<file path="src/rtl/uoram_return_packer.sv">
// uoram_return_packer
//
// Store-and-forward return stage. Collects one block of FEDWidth-bit return
// chunks, then sends a tag header word followed by the block contents to the
// network in NetWidth-bit words. The contents go out chunk 0 first, and the low
// slice of each chunk goes first. Blocks flagged as dummy reads are absorbed
// and never reach the network. Only one block is in flight at a time.
//
// Ports
//    Clock, Reset           : single clock, asynchronous active-high reset
//    BlockStartReady (out)  : packer can take a block descriptor
//    BlockStart/Tag/Discard : descriptor valid, header word, drop-block flag
//    InReady (out)          : chunk-stream ready
//    InValid/InData         : chunk valid, chunk data
//    NetReady               : network accepts a word
//    NetValid/NetData (out) : network word valid, network word
//    BlockDone (out)        : one-cycle pulse the cycle after a block finishes
//
// state   | meaning
// --------+-------------------------------------------------------------
// StIdle  | waiting for a block descriptor
// StFill  | accepting chunks into the buffer (dropped if Discard latched)
// StHdr   | presenting the latched tag as the header word
// StDrain | presenting buffered words, low slice of chunk 0 first

module uoram_return_packer #(
   parameter int FEDWidth    = 64,
   parameter int NetWidth    = 32,
   parameter int BlockChunks = 4
) (
   input  logic                Clock,
   input  logic                Reset,
   output logic                BlockStartReady,
   input  logic                BlockStart,
   input  logic [NetWidth-1:0] Tag,
   input  logic                Discard,
   output logic                InReady,
   input  logic                InValid,
   input  logic [FEDWidth-1:0] InData,
   input  logic                NetReady,
   output logic                NetValid,
   output logic [NetWidth-1:0] NetData,
   output logic                BlockDone
);

   localparam int R          = FEDWidth / NetWidth;
   localparam int BlockWords = BlockChunks * R;
   localparam int ChunkCntW  = $clog2(BlockChunks) + 1;
   localparam int WordCntW   = $clog2(BlockWords) + 1;
   localparam int ChunkIdxW  = (BlockChunks > 1) ? $clog2(BlockChunks) : 1;
   localparam int WordIdxW   = (BlockWords > 1) ? $clog2(BlockWords) : 1;
   localparam logic [ChunkCntW-1:0] LastChunk = ChunkCntW'(BlockChunks - 1);
   localparam logic [WordCntW-1:0]  LastWord  = WordCntW'(BlockWords - 1);

   typedef enum logic [1:0] {StIdle, StFill, StHdr, StDrain} stateType;

   stateType             state, nextState;
   logic [ChunkCntW-1:0] chunkCnt;
   logic [WordCntW-1:0]  wordCnt;
   logic [NetWidth-1:0]  tagReg;
   logic                 discardReg;
   logic                 blockDoneReg;

   // Block storage is deliberately not reset; it is always fully rewritten
   // before being read out.
   logic [FEDWidth-1:0]  blockBuf [BlockChunks];
   logic [NetWidth-1:0]  wordView [BlockWords];

   logic inHs, drainHs, lastChunkHs, lastWordHs;

   assign inHs        = (state == StFill) && InValid;
   assign drainHs     = (state == StDrain) && NetReady;
   assign lastChunkHs = inHs && (chunkCnt == LastChunk);
   assign lastWordHs  = drainHs && (wordCnt == LastWord);

   always_comb begin
      nextState = state;
      case (state)
         StIdle:  if (BlockStart)  nextState = StFill;
         StFill:  if (lastChunkHs) nextState = discardReg ? StIdle : StHdr;
         StHdr:   if (NetReady)    nextState = StDrain;
         StDrain: if (lastWordHs)  nextState = StIdle;
         default:                  nextState = StIdle;
      endcase
   end

   always_ff @(posedge Clock or posedge Reset) begin
      if (Reset) begin
         state        <= StIdle;
         chunkCnt     <= '0;
         wordCnt      <= '0;
         tagReg       <= '0;
         discardReg   <= 1'b0;
         blockDoneReg <= 1'b0;
      end else begin
         state        <= nextState;
         blockDoneReg <= (lastChunkHs && discardReg) || lastWordHs;
         if ((state == StIdle) && BlockStart) begin
            tagReg     <= Tag;
            discardReg <= Discard;
         end
         // Clearing on every entry to idle also leaves wordCnt at 0 for the
         // next drain, since the drain always follows idle via fill and header.
         if (nextState == StIdle) begin
            chunkCnt <= '0;
            wordCnt  <= '0;
         end else begin
            if (inHs)    chunkCnt <= chunkCnt + 1'b1;
            if (drainHs) wordCnt  <= wordCnt + 1'b1;
         end
      end
   end

   always_ff @(posedge Clock) begin
      if (inHs && !discardReg)
         blockBuf[chunkCnt[ChunkIdxW-1:0]] <= InData;
   end

   // Flattened view of the buffer in transmit order: word c*R+s is slice s of chunk c.
   always_comb begin
      for (int c = 0; c < BlockChunks; c++)
         for (int s = 0; s < R; s++)
            wordView[c*R + s] = blockBuf[c][s*NetWidth +: NetWidth];
   end

   assign BlockStartReady = (state == StIdle);
   assign InReady         = (state == StFill);
   assign NetValid        = (state == StHdr) || (state == StDrain);
   assign NetData         = (state == StHdr) ? tagReg : wordView[wordCnt[WordIdxW-1:0]];
   assign BlockDone       = blockDoneReg;

endmodule
</file>
<file path="config.mk">
export PLATFORM = sky130hd
export DESIGN_NAME = uoram_return_packer
export DESIGN_NICKNAME = d
export VERILOG_FILES = /design/src/rtl/uoram_return_packer.sv
export SDC_FILE = /design/constraint.sdc
export NUM_CORES = 1
export LEC_CHECK = 0
export BUFFER_PORTS_ARGS = -buffer_cell sky130_fd_sc_hd__buf_2
export CAP_MARGIN = 20
export CORE_MARGIN = 1.5
export CORE_UTILIZATION = 63
export DETAILED_ROUTE_END_ITERATION = 10
export GPL_ROUTABILITY_DRIVEN = 1
export GPL_TIMING_DRIVEN = 0
export MAX_ROUTING_LAYER = met4
export PLACE_DENSITY = 0.92
export SETUP_SLACK_MARGIN = 0.3
export SLEW_MARGIN = 5
export SYNTH_ARGS = -nofsm -noshare
export SYNTH_HDL_FRONTEND = slang
export SYNTH_SLANG_ARGS = --single-unit
</file>
<file path="constraint.sdc">
create_clock -name Clock -period 5.45 [get_ports Clock]
set_input_delay 0.545 -clock Clock [delete_from_list [all_inputs] [get_ports Clock]]
set_output_delay 0.545 -clock Clock [all_outputs]
set_load 0.01 [all_outputs]
</file>
==> results of run 1 <==
power by group through the flow:
stage	sequential, mW	combinational (mW)	clock [mW]
final	3.02	2.80	1.92
after global routing	3.04	2.96	2.03
after CTS	3.02	2.81	1.93
after detailed placement	3.06	2.78	0
after global placement	3.06	2.68	0
after floorplan	3.02	1.99	0
per-layer routing:
| layer | global-route usage (%) | vias to the layer above | share of wire (%) |
|---|---|---|---|
| met1 | 32.6 | 3473 | 38 |
| met5 | - | - | 0 |
| met3 | 4.84 | 73 | 7.9 |
| li1 | - | 3067 | - |
| met4 | 10.5 | 0 | 3.2 |
| met2 | 44.0 | 351 | 51 |
cells in the final DEF, fill, tap and decap left out, drive strengths merged, types with 2 or more instances in the layout:
cell type / synthesis / routed
mux2: 97 / 97
a21o: 2 / 2
xor2: 2 / 2
a21oi: 5 / 5
a21boi: 2 / 2
and2: 5 / 5
bufinv: 0 / 2
clkbuf: 10 / 50
a22o: 34 / 34
o31ai: 32 / 32
inv: 4 / 5
nor2b: 4 / 4
nor2: 4 / 4
nand3: 2 / 2
nand2: 34 / 34
dfrtp: 43 / 43
clkinv: 0 / 10
o21ai: 2 / 2
nand3b: 3 / 3
nand2b: 3 / 3
ha: 6 / 6
o22ai: 33 / 33
mux2i: 67 / 67
edfxtp: 256 / 256
buf: 34 / 176
diode: 0 / 8
through the flow:
step,cell area [um2],setup slack (ns),cells
2_1_floorplan,12700,2.44,690
3_3_place_gp,13700,1.19,1092
3_5_place_dp,13900,2.94,1097
4_1_cts,14800,2.39,1150
5_1_grt,14800,2.33,1156
6_report,14800,2.42,1158
worst max-delay path, delay by kind of cell (launching register included):
kind                   cells  cell delay, ns
flip-flops                 1            0.39
AO/OA/AOI/OAI              2            0.32
buffers and inverters      3            0.88
AND/OR/NAND/NOR            1            0.36
registers in the layout, indices dropped and copies added (netlist names):
signal and count:
blockBuf 256, state 2, discardReg 1, wordCnt 4, chunkCnt 3, tagReg 32
BlockDone 1
kinds of logic (layout without fill, tap and decap cells):
kind of cell | after synthesis | after routing | synth area share (%)
buf+inv | 48 | 243 | 3.24
xor+xnor | 3 | 3 | 0.207
other cells | 0 | 8 | 0
compound gates | 111 | 111 | 9.20
mux | 164 | 164 | 15.6
flops | 299 | 299 | 68.9
simple gates | 59 | 59 | 2.24
fa+ha+maj | 6 | 6 | 0.590
final timing paths:
path	to	slack, ns	depth (start not counted)
max in group asynchronous	tagReg[23]$_DFFE_PP0P_	4.90	3
hold / removal	tagReg[8]$_DFFE_PP0P_	0.01	2
setup / recovery	NetData[5]	2.42	6
hold reg to reg	tagReg[1]$_DFFE_PP0P_	0.49	1
setup reg to reg	blockBuf[3][57]$_DFFE_PP_	2.97	5
min in group Clock	blockBuf[1][11]$_DFFE_PP_	0.22	1
final cells by class:
class                      instances  area, um2
tap                              265        332
timing repair buffer             142        808
inverter                           4       15.0
sequential                       299       8760
antenna                            8       20.0
clock buffer                      40        797
clock inverter                    13        113
buffer                            44        397
multi-input combinational        343       3550
fill                            1126       4860
==> flow_metrics.env, run 1 <==
export IMPL_hold_class="in2async"
export IMPL_cp_slowest_cell="clkbuf_1"
export IMPL_ys_ff_latch=299
export IMPL_syn_cell_area_mm2=0.0127
export IMPL_leakage_nw=5.49
export IMPL_grt_pass1_wl_um=41200
export IMPL_final_antenna_net_count=0
export IMPL_clkTransAtPathRegs_ns=0.07
export IMPL_drc=0
export IMPL_p_int_mw=5.32
export IMPL_post_route_util_pct=75.3
export IMPL_detailed_place_hpwl_um=17300
export IMPL_cts_inserted_buffers=29
export IMPL_grt_pass1_vias=7322
export IMPL_grt_usage_pct=26.5
export IMPL_min_period_over_period_pct=55.6
export IMPL_synthTopCellsByCount="256 x edfxtp_1, 67 x mux2i_1, 59 x mux2_4"
export IMPL_r2r_start="state[1]$_DFF_PP0_"
export IMPL_fin_nets=971
export IMPL_clock_sinks=299
export IMPL_die_x_um=145
export IMPL_setup_tns_ns=0
export IMPL_max_freq_mhz=330
export IMPL_yosys_warnings=0
export IMPL_required_ns=4.91
export IMPL_antenna_found_initial=6
export IMPL_clkLatencyLatePin_ns=0.54
export IMPL_syn_to_final_growth_pct=16.4
export IMPL_grt_overflow=0
export IMPL_cp_cell_sequence="buf_4 -> nor2_1 -> clkbuf_1 -> a22o_1 -> o31ai_2 -> buf_2"
export IMPL_rows=51
export IMPL_io_pins=138
export IMPL_htreeDepth=1
export IMPL_p_per_area_mw_per_mm2=523
export IMPL_routabilityCongestion=0.779
export IMPL_end_kind="output pin"
export IMPL_ys_types=39
export IMPL_max_slew_margin_pct=57.9
export IMPL_synth_nets=798
export IMPL_cpPeakStageDelay_ns=0.55
export IMPL_io_buffers=137
export IMPL_cts_tree="done"
export IMPL_cp_start_kind="flop"
export IMPL_synth_ff_type="edfxtp_1"
export IMPL_routedWlPerCell_um=23.5
export IMPL_synth_top_cell_by_area="edfxtp_1"
export IMPL_pwr_share_clk_pct=24.8
export IMPL_ys_seq_area_share_pct=68.9
export IMPL_power_total_mw=7.74
export IMPL_firstDrtPassIters=5
export IMPL_coreArea_mm2=0.0197
export IMPL_cts_root_buf="clkbuf_16"
export IMPL_async_reset_ff_share_pct=14.4
export IMPL_holdWs_ns=0.0121
export IMPL_cts_hold_buffers_added=0
export IMPL_dieArea_mm2=0.0210
export IMPL_hold_viol=0
export IMPL_grt_max_degree=52
export IMPL_cp_startpoint="wordCnt[0]$_DFFE_PP0P_"
export IMPL_cp_max_fo=10
export IMPL_p_sw_mw=2.43
export IMPL_outcome="completed"
export IMPL_rsz0062_at_grt="false"
export IMPL_die_h_um=145
export IMPL_viasPerCell=6.01
export IMPL_cap_violations=0
export IMPL_synth_edf_count=256
export IMPL_clk_path_buf_depth=3
export IMPL_drtIter0Drc=601
export IMPL_seqPwrFrac_pct=39.0
export IMPL_cts_resized=0
export IMPL_synthCells=690
export IMPL_layout_drive_gt1_share_pct=42.7
export IMPL_switching_share_pct=31.3
export IMPL_slew_violations=0
export IMPL_setup_viol=0
export IMPL_yosysTopAreaCellShare_pct=60.5
export IMPL_worstMarginPinSlew_ns=0.632
export IMPL_cp_arrival_ns=2.49
export IMPL_worst_setup_path_type="reg2out"
export IMPL_vdd_drop_max_mv=0.324
export IMPL_clock_skew_ns=0.0102
export IMPL_ys_top_cells_by_area="edfxtp_1 60%, dfrtp_1 8.5%, mux2_4 7.0%"
export IMPL_detail_route_wirelength_um=27200
export IMPL_p_comb_share_pct=36.2
export IMPL_start_util_pct=64.7
export IMPL_synth_area_per_cell_um2=18.4
export IMPL_min_period_ns=3.03
export IMPL_post_cts_setup_buffer_count=0
export IMPL_dr_total_vias=6964
export IMPL_synth_most_common_cell="edfxtp_1"
No activity file was read; power rests on OpenSTA's default activity.
==> run 2: changes to the inputs <==
--- a/config.mk
+++ b/config.mk
@@ -5,15 +5,16 @@
 export SDC_FILE = /design/constraint.sdc
 export NUM_CORES = 1
 export LEC_CHECK = 0
+export ABC_AREA = 1
 export BUFFER_PORTS_ARGS = -buffer_cell sky130_fd_sc_hd__buf_2
 export CAP_MARGIN = 20
 export CORE_MARGIN = 1.5
-export CORE_UTILIZATION = 63
+export CORE_UTILIZATION = 58
 export DETAILED_ROUTE_END_ITERATION = 10
 export GPL_ROUTABILITY_DRIVEN = 1
 export GPL_TIMING_DRIVEN = 0
 export MAX_ROUTING_LAYER = met4
-export PLACE_DENSITY = 0.92
+export PLACE_DENSITY = 0.86
 export SETUP_SLACK_MARGIN = 0.3
 export SLEW_MARGIN = 5
 export SYNTH_ARGS = -nofsm -noshare
==> constraint.sdc (replaced) <==
create_clock -name Clock -period 2.9 [get_ports Clock]
set_input_delay 0.29 -clock Clock [delete_from_list [all_inputs] [get_ports Clock]]
set_output_delay 0.29 -clock Clock [all_outputs]
set_load 0.01 [all_outputs]
==> run 2 against run 1 <==
Via count rose by 43%. Non-clock buffer count increased by 117. Combinational power increased by 86%. First-iteration DRC count up 140%. Die area grew 5.1%. Synthesized area decreased by 3.1%. Sequential cell count stayed put. Power increased by 88%. Global-route usage grew 7.1 points. Sequential share of layout area shrank 3.1 points. Sequential power up 83%.
==> flow_metrics.env, run 2 <==
export IMPL_grt_pass1_vias=9953
export IMPL_p_comb_share_pct=35.8
export IMPL_synth_ff_type="edfxtp_1"
export IMPL_cp_max_fo=10
export IMPL_synth_nets=1151
export IMPL_setup_viol=0
export IMPL_worst_setup_path_type="reg2out"
export IMPL_outcome="completed"
export IMPL_io_pins=138
export IMPL_largest_register_ffs=256
export IMPL_layout_commonest_cell="edfxtp_1"
export IMPL_syn_cell_area_mm2=0.0123
export IMPL_ys_seq_area_share_pct=71.1
export IMPL_cp_startpoint="wordCnt[0]$_DFFE_PP0P_"
export IMPL_cp_slowest_cell="dfrtp_1"
export IMPL_async_reset_ff_share_pct=14.4
export IMPL_vdd_drop_max_mv=0.478
export IMPL_grt_overflow=0
export IMPL_cts_root_buf="clkbuf_16"
export IMPL_die_h_um=149
export IMPL_hold_class="in2reg"
export IMPL_crit_end="NetData[21]"
export IMPL_routedWlPerCell_um=23.1
export IMPL_ys_top_cells_by_area="edfxtp_1 62%, dfrtp_1 8.7%, nand2_1 7.1%"
export IMPL_start_util_pct=58.8
export IMPL_io_buffers=137
export IMPL_p_sw_mw=5.32
export IMPL_synth_top_cell_by_area="edfxtp_1"
export IMPL_holdWs_ns=0.00987
export IMPL_worstMarginPinSlew_ns=0.850
export IMPL_dr_total_vias=9949
export IMPL_hold_start="Tag[27]"
export IMPL_place_area_mm2=0.0136
export IMPL_viasPerCell=6.15
export IMPL_r2r_start="state[0]$_DFF_PP0_"
export IMPL_synth_area_per_cell_um2=11.8
export IMPL_switching_share_pct=36.5
export IMPL_grt_usage_pct=33.6
export IMPL_slew_violations=0
export IMPL_die_x_um=149
export IMPL_max_slew_margin_pct=43.2
export IMPL_clk_path_buf_depth=3
export IMPL_cts_inserted_buffers=29
export IMPL_min_period_ns=2.67
export IMPL_drc=0
export IMPL_dieArea_mm2=0.0221
export IMPL_synthCells=1043
export IMPL_preCtsSetupSlack_ns=0.382
export IMPL_cts_tree="done"
export IMPL_rows=53
export IMPL_clkTransAtPathRegs_ns=0.07
export IMPL_yosys_warnings=0
export IMPL_hold_viol=0
export IMPL_cp_start_kind="flop"
export IMPL_layout_drive_gt1_share_pct=21.8
export IMPL_p_int_mw=9.24
export IMPL_most_common_layout_cells="256 x edfxtp_1, 233 x nand2_1, 153 x buf_2"
export IMPL_reg2reg_depth=8
export IMPL_detailed_place_hpwl_um=20100
export IMPL_antenna_found_initial=1
export IMPL_coreArea_mm2=0.0210
export IMPL_clock_sinks=299
export IMPL_rsz0062_at_grt="true"
export IMPL_cpPeakStageDelay_ns=0.42
export IMPL_setup_ws_ns=0.226
export IMPL_fin_nets=1427
export IMPL_cp_cell_sequence="buf_6 -> inv_4 -> buf_8 -> buf_8 -> nor2_1 -> nor2_2 -> o21ai_2 -> nand3_1 -> nand3_1 -> nand2_1 -> buf_2"
export IMPL_synth_most_common_cell="edfxtp_1"
export IMPL_seqPwrFrac_pct=38.0
export IMPL_pwr_share_clk_pct=26.2
export IMPL_grt_pass1_wl_um=53900
export IMPL_final_antenna_net_count=0
export IMPL_hold_depth=2
export IMPL_post_route_util_pct=74.5
export IMPL_clock_skew_ns=0.0182
export IMPL_firstDrtPassIters=7
export IMPL_htreeDepth=1
export IMPL_yosysTopAreaCellShare_pct=62.4
export IMPL_cap_violations=0
export IMPL_rrSetupSlack_ns=0.45
export IMPL_ys_types=26
export IMPL_syn_to_final_growth_pct=26.8
export IMPL_clkLatencyLatePin_ns=0.56
export IMPL_r2r_end="blockBuf[2][24]$_DFFE_PP_"
export IMPL_required_ns=2.61
export IMPL_end_kind="output pin"
export IMPL_min_period_over_period_pct=92.2
export IMPL_ys_ff_latch=299
export IMPL_final_area_mm2=0.0156
export IMPL_synthTopCellsByCount="256 x edfxtp_1, 233 x nand2_1, 152 x nor2_1"
export IMPL_detail_route_wirelength_um=37400
export IMPL_p_per_area_mw_per_mm2=932
export IMPL_leakage_nw=6.25
export IMPL_drtIter0Drc=1418
export IMPL_max_freq_mhz=374
export IMPL_synth_edf_count=256
export IMPL_cp_arrival_ns=2.38
export IMPL_routabilityCongestion=0.812
export IMPL_grt_max_degree=29
-- run 2: worst min-delay path by stage --
stage	endpoint	slack (ns)
detailed placement	tagReg[1]$_DFFE_PP0P_	0.31
finish	tagReg[27]$_DFFE_PP0P_	0.01
global route	tagReg[27]$_DFFE_PP0P_	0.02
CTS	discardReg$_DFFE_PP0P_	0.01
floorplan	blockBuf[0][0]$_DFFE_PP_	0.39
global placement	tagReg[3]$_DFFE_PP0P_	0.47
-- run 2: cells by family after synthesis --
| family | synth area share [%] |
|---|---|
| AOI/OAI and AO/OA | 4.47 |
| adders and majority gates | 0.609 |
| and+or+nand+nor | 16.6 |
| buffers and inverters | 4.01 |
| muxes | 2.93 |
| DFF | 71.1 |
| xor gates and xnor gates | 0.213 |
-- run 2: critical path: cells and delay by family (launching register included) --
family / cells / cell delay (ns)
buffers and inverters: 5 / 0.67
flip-flops: 1 / 0.42
AND/OR/NAND/NOR: 5 / 0.65
AO/OA/AOI/OAI: 1 / 0.11
-- run 2: area by class of cell --
type | instances | area (um2)
repair buffers | 244 | 1860
multi-input cells | 639 | 3110
flip-flops and latches | 299 | 8760
diodes | 1 | 2.50
well taps | 275 | 344
inverters | 47 | 179
clock buffers | 41 | 791
clock inverters | 13 | 144
plain buffers | 59 | 415
fillers | 1198 | 5340
-- run 2: power groups by stage --
stage                     clock, mW  sequential (mW)  combinational (mW)
final                          3.82             5.53                5.21
after global routing           3.93             5.57                5.52
after CTS                      3.72             5.49                4.77
after detailed placement          0             5.57                4.54
after global placement            0             5.56                4.28
after floorplan                   0             5.53                2.83
-- run 2: per-stage QoR --
stage / power, mW / std cells / TNS (ns)
floorplan: 8.35 / 1043 / -31.55
global placement: 9.84 / 1455 / -270.71
detailed placement: 10.1 / 1464 / 0
CTS: 14.0 / 1614 / 0
global route: 15.0 / 1618 / 0
finish: 14.6 / 1618 / 0
-- run 2: what timing repair did --
item / in CTS / in global routing
hold endpoints to repair: 302 / 0
gates cloned: 0 / 1
resized for setup: 12 / 57
setup buffers: 0 / 2
pin swaps: 0 / 3
hold buffers: 96 / 0
setup endpoints to repair: 31 / 52
-- run 2: per-layer routing --
layer	global-route usage, %	share of wire (%)	vias to the layer above
met5	-	0	-
met4	18.5	5.5	0
met3	7.98	12	216
met2	53.1	48	973
met1	40.0	35	4619
li1	-	-	4141
==> run 3: changes to the inputs <==
--- a/config.mk
+++ b/config.mk
@@ -6,11 +6,11 @@
 export NUM_CORES = 1
 export LEC_CHECK = 0
 export ABC_AREA = 1
-export BUFFER_PORTS_ARGS = -buffer_cell sky130_fd_sc_hd__buf_2
 export CAP_MARGIN = 20
 export CORE_MARGIN = 1.5
-export CORE_UTILIZATION = 58
+export CORE_UTILIZATION = 63
 export DETAILED_ROUTE_END_ITERATION = 10
+export DONT_BUFFER_PORTS = 1
 export GPL_ROUTABILITY_DRIVEN = 1
 export GPL_TIMING_DRIVEN = 0
 export MAX_ROUTING_LAYER = met4
==> constraint.sdc (replaced) <==
create_clock -name Clock -period 2.5 [get_ports Clock]
set_input_delay 0.25 -clock Clock [delete_from_list [all_inputs] [get_ports Clock]]
set_output_delay 0.25 -clock Clock [all_outputs]
set_load 0.01 [all_outputs]
==> run 3 against run 2 <==
The flow now finishes with violations (negative setup slack). Worst setup slack got worse by 0.25 ns. Sequential cell count stayed put. Via count down 0.56%. First-iteration DRC count up 38%. Wire length rose by 9.8%. Count of clock-buffer cells in the layout up 1. Sequential power rose by 17%. Clock power grew 17%. Critical path type unchanged. Largest cell class unchanged. Sequential share of layout area down 0.73 points. Clock skew rose by 0.0041 ns. Power grew 23%. Non-clock buffer count shrank 119.
==> flow_metrics.env, run 3 (synthesized netlist as in run 2, its figures left out) <==
export IMPL_detail_route_wirelength_um=41000
export IMPL_r2r_end="blockBuf[2][32]$_DFFE_PP_"
export IMPL_dr_total_vias=9893
export IMPL_cap_violations=0
export IMPL_hold_class="in2reg"
export IMPL_clk_path_buf_depth=3
export IMPL_hold_start="InValid"
export IMPL_drtIter0Drc=1961
export IMPL_most_common_layout_cells="256 x edfxtp_1, 183 x nand2_1, 126 x nor2_1"
export IMPL_setup_viol=1
export IMPL_clock_sinks=299
export IMPL_p_per_area_mw_per_mm2=1140
export IMPL_grt_overflow=0
export IMPL_violations="negative setup slack"
export IMPL_rsz0062_at_grt="true"
export IMPL_r2r_start="state[0]$_DFF_PP0_"
export IMPL_final_antenna_net_count=0
export IMPL_io_pins=138
export IMPL_cp_startpoint="wordCnt[0]$_DFFE_PP0P_"
export IMPL_power_total_mw=18.0
export IMPL_routabilityCongestion=0.819
export IMPL_clock_skew_ns=0.0223
export IMPL_worstMarginPinSlew_ns=0.487
export IMPL_fillers=812
export IMPL_end_kind="output pin"
export IMPL_preCtsSetupSlack_ns=0.0897
export IMPL_vdd_drop_max_mv=0.764
export IMPL_die_h_um=143
export IMPL_cts_root_buf="clkbuf_16"
export IMPL_hold_viol=0
export IMPL_layout_drive_gt1_share_pct=23.4
export IMPL_grt_pass1_vias=9614
export IMPL_start_util_pct=65.0
export IMPL_layout_commonest_cell="edfxtp_1"
export IMPL_hold_depth=5
export IMPL_reg2reg_depth=8
export IMPL_cp_start_kind="flop"
export IMPL_clkLatencyLatePin_ns=0.56
export IMPL_cts_tree="done"
export IMPL_required_ns=2.25
export IMPL_rows=50
export IMPL_dieArea_mm2=0.0204
export IMPL_outcome="complete, but fails checks"
export IMPL_io_buffers=0
export IMPL_drc=0
export IMPL_holdWs_ns=0.0147
export IMPL_htreeDepth=1
export IMPL_firstDrtPassIters=7
export IMPL_cts_inserted_buffers=29
export IMPL_largest_register_ffs=256
export IMPL_coreArea_mm2=0.0190
export IMPL_grt_max_degree=32
export IMPL_rrSetupSlack_ns=0.45
export IMPL_routedWlPerCell_um=27.6
export IMPL_viasPerCell=6.65
export IMPL_fin_nets=1308
export IMPL_grt_usage_pct=36.9
export IMPL_grt_pass1_wl_um=53400
export IMPL_syn_to_final_growth_pct=28.5
export IMPL_min_period_ns=2.52
export IMPL_worst_setup_path_type="reg2out"
export IMPL_max_slew_margin_pct=67.5
export IMPL_slew_violations=0
export IMPL_min_period_over_period_pct=101
export IMPL_leakage_nw=6.07
export IMPL_cp_max_fo=10
export IMPL_max_freq_mhz=396
export IMPL_cp_arrival_ns=2.27
export IMPL_clkTransAtPathRegs_ns=0.06
export IMPL_antenna_found_initial=4
export IMPL_detailed_place_hpwl_um=19400
export IMPL_die_x_um=143
export IMPL_setup_ws_ns=-0.0236
export IMPL_holdPathEnd="chunkCnt[1]$_DFFE_PP0P_"
## run 3: layer usage
layer	share of wire (%)	global-route usage (%)	wire (um)
met3	15	7.95	6030
met2	47	60.3	19100
met4	6.6	16.5	2700
met1	32	44.6	13200
met5	0	-	0
## run 3: per-stage QoR
step / std cells / TNS, ns / area [um2] / util [%]
6_report: 1487 / -0.0236 / 15800 / 83.5
5_1_grt: 1487 / -0.0576 / 15800 / 83.5
2_1_floorplan: 1043 / 0 / 12300 / -
3_5_place_dp: 1312 / 0 / 12900 / 67.9
3_3_place_gp: 1303 / -101.75 / 12700 / 66.9
4_1_cts: 1477 / 0 / 15300 / 80.7
## run 3: timing repair
action | 4_1_cts | 5_1_grt
pin swaps | 12 | 41
hold endpoints to repair | 334 | 0
gates cloned | 5 | 3
buffers inserted | 7 | 3
resized for setup | 126 | 145
endpoints found under the setup margin | 75 | 153
hold buffers | 99 | 0
## run 3: worst max path at each step
stage                                            to  slack, ns  depth (start not counted)
final                                    NetData[1]      -0.02                          7
after global routing                     NetData[1]      -0.06                          7
after CTS                               NetData[17]       0.20                         10
after detailed placement  blockBuf[2][12]$_DFFE_PP_       0.09                          8
after global placement    blockBuf[0][45]$_DFFE_PP_      -0.45                          5
after floorplan            blockBuf[0][0]$_DFFE_PP_       0.18                          5
## run 3: area by class of cell
| type | instances | area [um2] | area share, % |
|---|---|---|---|
| antenna | 4 | 10.0 | 0.0633 |
| buffer | 59 | 632 | 3.99 |
| clock buffer | 42 | 805 | 5.08 |
| clock inverter | 12 | 144 | 0.909 |
| inverter | 47 | 189 | 1.19 |
| multi-input combinational | 639 | 3520 | 22.3 |
| sequential | 299 | 8760 | 55.4 |
| tap | 260 | 325 | 2.06 |
| timing repair buffer | 125 | 1430 | 9.05 |
## run 3: where the power goes
group          leakage (nW)  internal (mW)  switching [mW]
Clock                 0.461           2.55            1.93
Combinational          2.78           2.52            4.52
Sequential             2.83           6.11           0.338
Total                  6.07           11.2            6.79
## run 3: worst max-delay path: stages (launching register included)
cell and delay, ns:
dfrtp_1 0.40, buf_6 0.18, clkinv_8 0.09, clkbuf_4 0.23
o21ai_0 0.40, nand3_1 0.19, nand3_2 0.14, nand2_2 0.08
